`src/rtl/mmio_pkg.sv`:
```
// rtl/mmio_pkg.sv - MMIO window register offsets and STATUS bit positions
package mmio_pkg;

  // Byte offsets within the 256-byte MMIO window
  localparam logic [7:0] OFF_TX       = 8'h00;
  localparam logic [7:0] OFF_STATUS   = 8'h04;
  localparam logic [7:0] OFF_GPIO     = 8'h08;
  localparam logic [7:0] OFF_CYC_LO   = 8'h0C;
  localparam logic [7:0] OFF_CYC_HI   = 8'h10;
  localparam logic [7:0] OFF_CYC_CTRL = 8'h14;

  // STATUS register bit positions
  localparam int ST_FULL      = 0;
  localparam int ST_EMPTY     = 1;
  localparam int ST_OVF       = 2;
  localparam int ST_COUNT_LSB = 8;

endpackage

```
`src/rtl/console_fifo.sv`:
```
// rtl/console_fifo.sv - byte FIFO feeding the console TX stream
module console_fifo #(
  parameter int  DEPTH = 8,
  localparam int AW    = $clog2(DEPTH),
  localparam int CW    = AW + 1
) (
  input  logic          clk,
  input  logic          rst,
  input  logic          push,
  input  logic [7:0]    push_data,
  input  logic          pop,
  output logic [7:0]    head,
  output logic          full,
  output logic          empty,
  output logic [CW-1:0] count
);

  logic [7:0]    mem_q [DEPTH];
  logic [AW-1:0] wr_ptr_q, wr_ptr_d;
  logic [AW-1:0] rd_ptr_q, rd_ptr_d;
  logic [CW-1:0] count_q, count_d;
  logic          push_ok, pop_ok;

  // Full is judged on the registered count, so a same-cycle pop never makes room for a push
  always_comb begin
    full     = (count_q == CW'(DEPTH));
    empty    = (count_q == '0);
    push_ok  = push && !full;
    pop_ok   = pop && !empty;
    wr_ptr_d = wr_ptr_q + AW'(push_ok);
    rd_ptr_d = rd_ptr_q + AW'(pop_ok);
    count_d  = count_q + CW'(push_ok) - CW'(pop_ok);
    head     = empty ? 8'h00 : mem_q[rd_ptr_q];
    count    = count_q;
  end

  // Byte storage; contents need no reset because head is masked while empty
  always_ff @(posedge clk) begin
    if (push_ok) begin
      mem_q[wr_ptr_q] <= push_data;
    end
  end

  // Pointer and occupancy registers
  always_ff @(posedge clk) begin
    if (rst) begin
      wr_ptr_q <= '0;
      rd_ptr_q <= '0;
      count_q  <= '0;
    end else begin
      wr_ptr_q <= wr_ptr_d;
      rd_ptr_q <= rd_ptr_d;
      count_q  <= count_d;
    end
  end

endmodule

```
`src/rtl/mmio_dmem.sv`:
```
// rtl/mmio_dmem.sv - data RAM plus console/GPIO/cycle-counter MMIO window
module mmio_dmem
  import mmio_pkg::*;
#(
  parameter int          RAM_WORDS  = 64,
  parameter logic [31:0] IO_BASE    = 32'h0001_0000,
  parameter int          FIFO_DEPTH = 8
) (
  input  logic        clk,
  input  logic        rst,
  input  logic        we,
  input  logic [31:0] a,
  input  logic [31:0] wd,
  output logic [31:0] rd,
  output logic [7:0]  tx_data,
  output logic        tx_valid,
  input  logic        tx_ready,
  output logic [31:0] gpio_out
);

  localparam int RW = $clog2(RAM_WORDS);
  localparam int CW = $clog2(FIFO_DEPTH) + 1;

  logic [31:0]   ram_q [RAM_WORDS];
  logic [31:0]   gpio_q, gpio_d;
  logic          ovf_q, ovf_d;
  logic [63:0]   cyc_q, cyc_d;

  logic          ram_hit, io_hit;
  logic [RW-1:0] ram_idx;
  logic [7:0]    off;
  logic          tx_push, st_wr, gpio_wr, cyc_clr;
  logic          fifo_full, fifo_empty;
  logic [CW-1:0] fifo_count;
  logic [7:0]    fifo_head;
  logic [31:0]   status;

  // Address decode and per-register store strobes
  always_comb begin
    ram_hit = (a[31:RW+2] == '0);
    ram_idx = a[RW+1:2];
    io_hit  = (a[31:8] == IO_BASE[31:8]);
    off     = a[7:0];
    tx_push = we && io_hit && (off == OFF_TX);
    st_wr   = we && io_hit && (off == OFF_STATUS);
    gpio_wr = we && io_hit && (off == OFF_GPIO);
    cyc_clr = we && io_hit && (off == OFF_CYC_CTRL) && wd[0];
  end

  console_fifo #(
    .DEPTH (FIFO_DEPTH)
  ) u_fifo (
    .clk       (clk),
    .rst       (rst),
    .push      (tx_push),
    .push_data (wd[7:0]),
    .pop       (tx_valid && tx_ready),
    .head      (fifo_head),
    .full      (fifo_full),
    .empty     (fifo_empty),
    .count     (fifo_count)
  );

  // Stream outputs come straight from the FIFO head; no bypass from a same-cycle push
  always_comb begin
    tx_valid = !fifo_empty;
    tx_data  = fifo_head;
    gpio_out = gpio_q;
  end

  // Next-state for GPIO, sticky overflow (set beats clear) and the cycle counter (clear beats increment)
  always_comb begin
    gpio_d = gpio_wr ? wd : gpio_q;
    ovf_d  = ovf_q;
    if (st_wr) begin
      ovf_d = 1'b0;
    end
    if (tx_push && fifo_full) begin
      ovf_d = 1'b1;
    end
    cyc_d = cyc_clr ? 64'd0 : cyc_q + 64'd1;
  end

  // Combinational load path: RAM word or MMIO register, zero elsewhere
  always_comb begin
    status                         = '0;
    status[ST_FULL]                = fifo_full;
    status[ST_EMPTY]               = fifo_empty;
    status[ST_OVF]                 = ovf_q;
    status[ST_COUNT_LSB +: CW]     = fifo_count;
    rd = '0;
    if (ram_hit) begin
      rd = ram_q[ram_idx];
    end else if (io_hit) begin
      case (off)
        OFF_STATUS: rd = status;
        OFF_GPIO:   rd = gpio_q;
        OFF_CYC_LO: rd = cyc_q[31:0];
        OFF_CYC_HI: rd = cyc_q[63:32];
        default:    rd = '0;
      endcase
    end
  end

  // Word RAM, full-word stores only; reads in the same cycle see the old word
  always_ff @(posedge clk) begin
    if (we && ram_hit) begin
      ram_q[ram_idx] <= wd;
    end
  end

  // MMIO state registers
  always_ff @(posedge clk) begin
    if (rst) begin
      gpio_q <= '0;
      ovf_q  <= 1'b0;
      cyc_q  <= '0;
    end else begin
      gpio_q <= gpio_d;
      ovf_q  <= ovf_d;
      cyc_q  <= cyc_d;
    end
  end

endmodule

```
`config.mk`:
```
export PLATFORM = sky130hd
export DESIGN_NAME = mmio_dmem
export DESIGN_NICKNAME = d
export VERILOG_FILES = /design/src/rtl/mmio_pkg.sv /design/src/rtl/console_fifo.sv /design/src/rtl/mmio_dmem.sv
export SDC_FILE = /design/constraint.sdc
export NUM_CORES = 2
export LEC_CHECK = 0
export CAP_MARGIN = 20
export CORE_ASPECT_RATIO = 1.25
export CORE_MARGIN = 3
export CORE_UTILIZATION = 45
export DETAILED_ROUTE_END_ITERATION = 7
export SLEW_MARGIN = 10
export SYNTH_ARGS = -nofsm -noshare
export SYNTH_HDL_FRONTEND = slang
export SYNTH_HIERARCHICAL = 1
export SYNTH_SLANG_ARGS = --single-unit
```
`constraint.sdc`:
```
create_clock -name clk -period 8.2 [get_ports clk]
set_clock_uncertainty 0.2 [all_clocks]
set_input_delay 1.23 -clock clk [delete_from_list [all_inputs] [get_ports clk]]
set_output_delay 1.23 -clock clk [all_outputs]
set_load 0.02 [all_outputs]
```
==> flow_summary.ini <==
[setup_path]
critical_path_class = in2out
cp-startpoint = a[3]
critPathLaunchType = primary input
crit_fanout = 60
cp-endpoint = rd[11]
r2r-start = cyc_q[12]$_SDFF_PP0_
slowest_delay_ns = 0.97
reg2reg_depth = 6
rr_endpoint = cyc_q[63]$_SDFF_PP0_
ff2ff_setup_slack_ns = 5.03
crit_slowest_cell = nor2b_1
arrival_ns = 5.86
critPathRequiredTime_ns = 6.77
crit_chain = buf_8 -> buf_4 -> nor2b_1 -> a21oi_1 -> o21ai_0 -> a221o_1 -> clkdlybuf4s50_1
end_kind = primary output

[clocking]
post_cts_buffers = 0
cts_buffers = 207
cts_tree = done
cts_resized = 0
clk_pin_slew_worst_paths_ns = 0.06
cts_buffer_depth = 3
cts-root-buf = clkbuf_16
htreeDepth = 4
postCtsHoldBufs = 0
clock_latency_ns = 0.86
clkSinkCount = 2219

[timing]
rsz0062_at_grt = false
finalMaxSlewViolations = 0
tightest_slew_ns = 1.44
final.setup.tns_ns = 0
fin_crit_sh_pct = 88.9
min_period_ns = 7.29
fmax_ghz = 0.137
finalHoldViolations = 0
relSlewSlack_pct = 3.35
setup_viol = 0

[floorplanning]
start_util_pct = 45.5
core_mm2 = 0.191
rows = 179
die_height_um = 497
die-width_um = 399
boundaryPins = 141
die_area_mm2 = 0.198

[power]
power_frac_clock_pct = 40.7
p_per_area_mw_per_mm2 = 236
leakagePower_uw = 0.0307
p_sw_uw = 5100
ir_drop_v = 0.000157
power_uw = 23300
p_sw_share_pct = 21.9
p_int_uw = 18200
p_seq_share_pct = 53.4
p_comb_share_pct = 5.9

[synth]
synth.avg_cell_area_um2 = 19.7
synth_top_area_share_pct = 73.0
ys_types = 76
synth_flop_cell = edfxtp_1
synth_nets = 4483
netlist_instances = 4403
ys_top_cells_by_area = edfxtp_1 (73%), mux4_2 (12%), dfxtp_1 (2.5%), mux2i_1 (2.2%), a22oi_1 (1.2%)
ys_ff_latch = 2219
synth_top_area_cell = edfxtp_1
synth_warnings = 6
synth_seq_area_share_pct = 75.5
async_reset_ff_share_pct = 0
synth_edf_count = 2112
synth_area_mm2 = 0.0869

[routing]
ant_nets = 0
drt_iter0_markers = 6317
route.detailed.wl_per_inst_um = 35.3
vias = 46506
firstDrtPassIters = 6
routed_via_density = 6.25
drc_errors = 0
wirelength_mm = 262

[place]
dp_hpwl_mm = 160
gp_congestion = 0.978
place_area_mm2 = 0.0920
placed_cells = 7044
portBuffers = 140

[layout]
area_growth_pct = 13.6
fin_cells = 7436
drive_gt1_share_pct = 22.9
final_area_mm2 = 0.0987
utilization_pct = 51.7
nets = 4801

[grt]
grt_pass1_vias = 46055
antenna_found_initial = 10
grt_pass1_wl_mm = 364
grt_max_degree = 87
gr-usage-all-layers_pct = 26.3
overflow = 0

[min_path]
min_path_type = reg2reg
worstHoldPathCells = 2

[run_status]
status = finished clean

[run]
cap_violations = 0
==> cells by family (layout without fill, tap and decap cells) <==
| family | after synthesis | count (layout) | share of synthesized area, % |
|---|---|---|---|
| flops | 2219 | 2219 | 75.5 |
| xor+xnor | 64 | 64 | 0.645 |
| simple gates | 732 | 732 | 4.00 |
| buf+inv | 270 | 764 | 1.94 |
| fa+ha+maj | 12 | 12 | 0.181 |
| mux | 658 | 658 | 14.1 |
| other cells | 0 | 5 | 0 |
| compound gates | 448 | 448 | 3.65 |
==> layer usage <==
| metal | up-vias | wire [µm] | track usage [%] | part of all wire, % |
|---|---|---|---|---|
| met3 | 494 | 23000 | 5.58 | 8.8 |
| met2 | 2451 | 128000 | 43.0 | 49 |
| met1 | 24808 | 97800 | 34.3 | 37 |
| li1 | 18745 | - | - | - |
| met4 | 8 | 13000 | 11.3 | 5.0 |
| met5 | - | 188 | 0 | 0.072 |
==> final cells by class <==
type,instances,area [µm²]
repair buffers,355,3100
diodes,5,12.5
clock buffers,273,5500
clock inverters,112,1140
fillers,15123,92300
inverters,24,91.3
well taps,2534,3170
flip-flops and latches,2219,65600
multi-input cells,1914,20100
==> through the flow <==
step	hold slack, ns	setup slack, ns
2_1_floorplan	0.249	3.48
3_3_place_gp	0.261	0.877
3_5_place_dp	0.264	1.07
4_1_cts	0.277	1.06
5_1_grt	0.295	1.03
6_report	0.283	0.906
==> layout by cell type, fill, tap and decap left out, types with 20 or more instances in the layout <==
master,Yosys,final
a31oi_1,34,34
nor2b_1,26,24
a21oi_2,20,20
buf_2,70,37
nor3_1,37,36
clkbuf_1,66,61
nor2_4,0,64
nor4_1,26,25
o21ai_0,38,35
clkbuf_16,0,209
nand2_2,20,20
a22o_1,35,35
mux2i_1,195,195
edfxtp_1,2112,2112
mux4_2,453,453
nand4_1,32,32
a22oi_1,134,134
clkinv_2,0,30
xnor2_1,45,45
buf_4,52,192
dfxtp_1,107,106
a21oi_1,73,73
nand2_1,204,204
o22ai_1,26,26
and3_1,23,23
nand3_1,91,91
clkinv_1,1,49
clkdlybuf4s50_1,0,101
nor2_1,218,152
inv_1,23,21
==> worst min path at each step <==
stage | startpoint | to | slack [ns]
final | gpio_out[15]$_SDFFE_PP0P_ | gpio_out[15]$_SDFFE_PP0P_ | 0.28
after global routing | gpio_out[4]$_SDFFE_PP0P_ | gpio_out[4]$_SDFFE_PP0P_ | 0.29
after global placement | gpio_out[15]$_SDFFE_PP0P_ | gpio_out[15]$_SDFFE_PP0P_ | 0.26
after detailed placement | gpio_out[15]$_SDFFE_PP0P_ | gpio_out[15]$_SDFFE_PP0P_ | 0.26
after CTS | gpio_out[15]$_SDFFE_PP0P_ | gpio_out[15]$_SDFFE_PP0P_ | 0.28
after floorplan | cyc_q[0]$_SDFF_PP0_ | cyc_q[0]$_SDFF_PP0_ | 0.25
==> Yosys cell counts (9+ instances only) <==
library cell,number
a211oi_1,11
a21oi_1,73
a21oi_2,20
a221oi_1,9
a22o_1,35
a22oi_1,134
a31oi_1,34
a32oi_1,9
and2_1,12
and3_1,23
and4_1,9
buf_2,70
buf_4,52
buf_6,44
clkbuf_1,66
dfxtp_1,107
edfxtp_1,2112
ha_1,11
inv_1,23
mux2_2,10
mux2i_1,195
mux4_2,453
nand2_1,204
nand2_2,20
nand3_1,91
nand4_1,32
nor2_1,218
nor2b_1,26
nor3_1,37
nor4_1,26
o211ai_1,9
o21ai_0,38
o22ai_1,26
xnor2_1,45
xor2_1,19
==> critical path, delay by kind of cell <==
kind	cells	cell delay [ns]
AOI/OAI and AO/OA	3	1.48
buffers and inverters	3	2.05
and+or+nand+nor	1	0.97
==> flip-flops by register name, summed over array words and instances (netlist names) <==
signal / cells
u_fifo/rd_ptr_q: 3
u_fifo/wr_ptr_q: 3
ram_q: 2048
ovf_q: 1
cyc_q: 64
u_fifo/count: 4
u_fifo/mem_q: 64
gpio_out: 32
==> power by group through the flow <==
| stage | sequential (µW) | clock, µW | combinational, µW |
|---|---|---|---|
| 6_report | 12400 | 9490 | 1370 |
| 5_1_grt | 12400 | 10100 | 1440 |
| 4_1_cts | 12400 | 9610 | 1370 |
| 3_5_place_dp | 12700 | 0 | 1370 |
| 3_3_place_gp | 12700 | 0 | 1360 |
| 2_1_floorplan | 12700 | 0 | 740 |
Note: power is estimated with default switching activity, not from simulation.
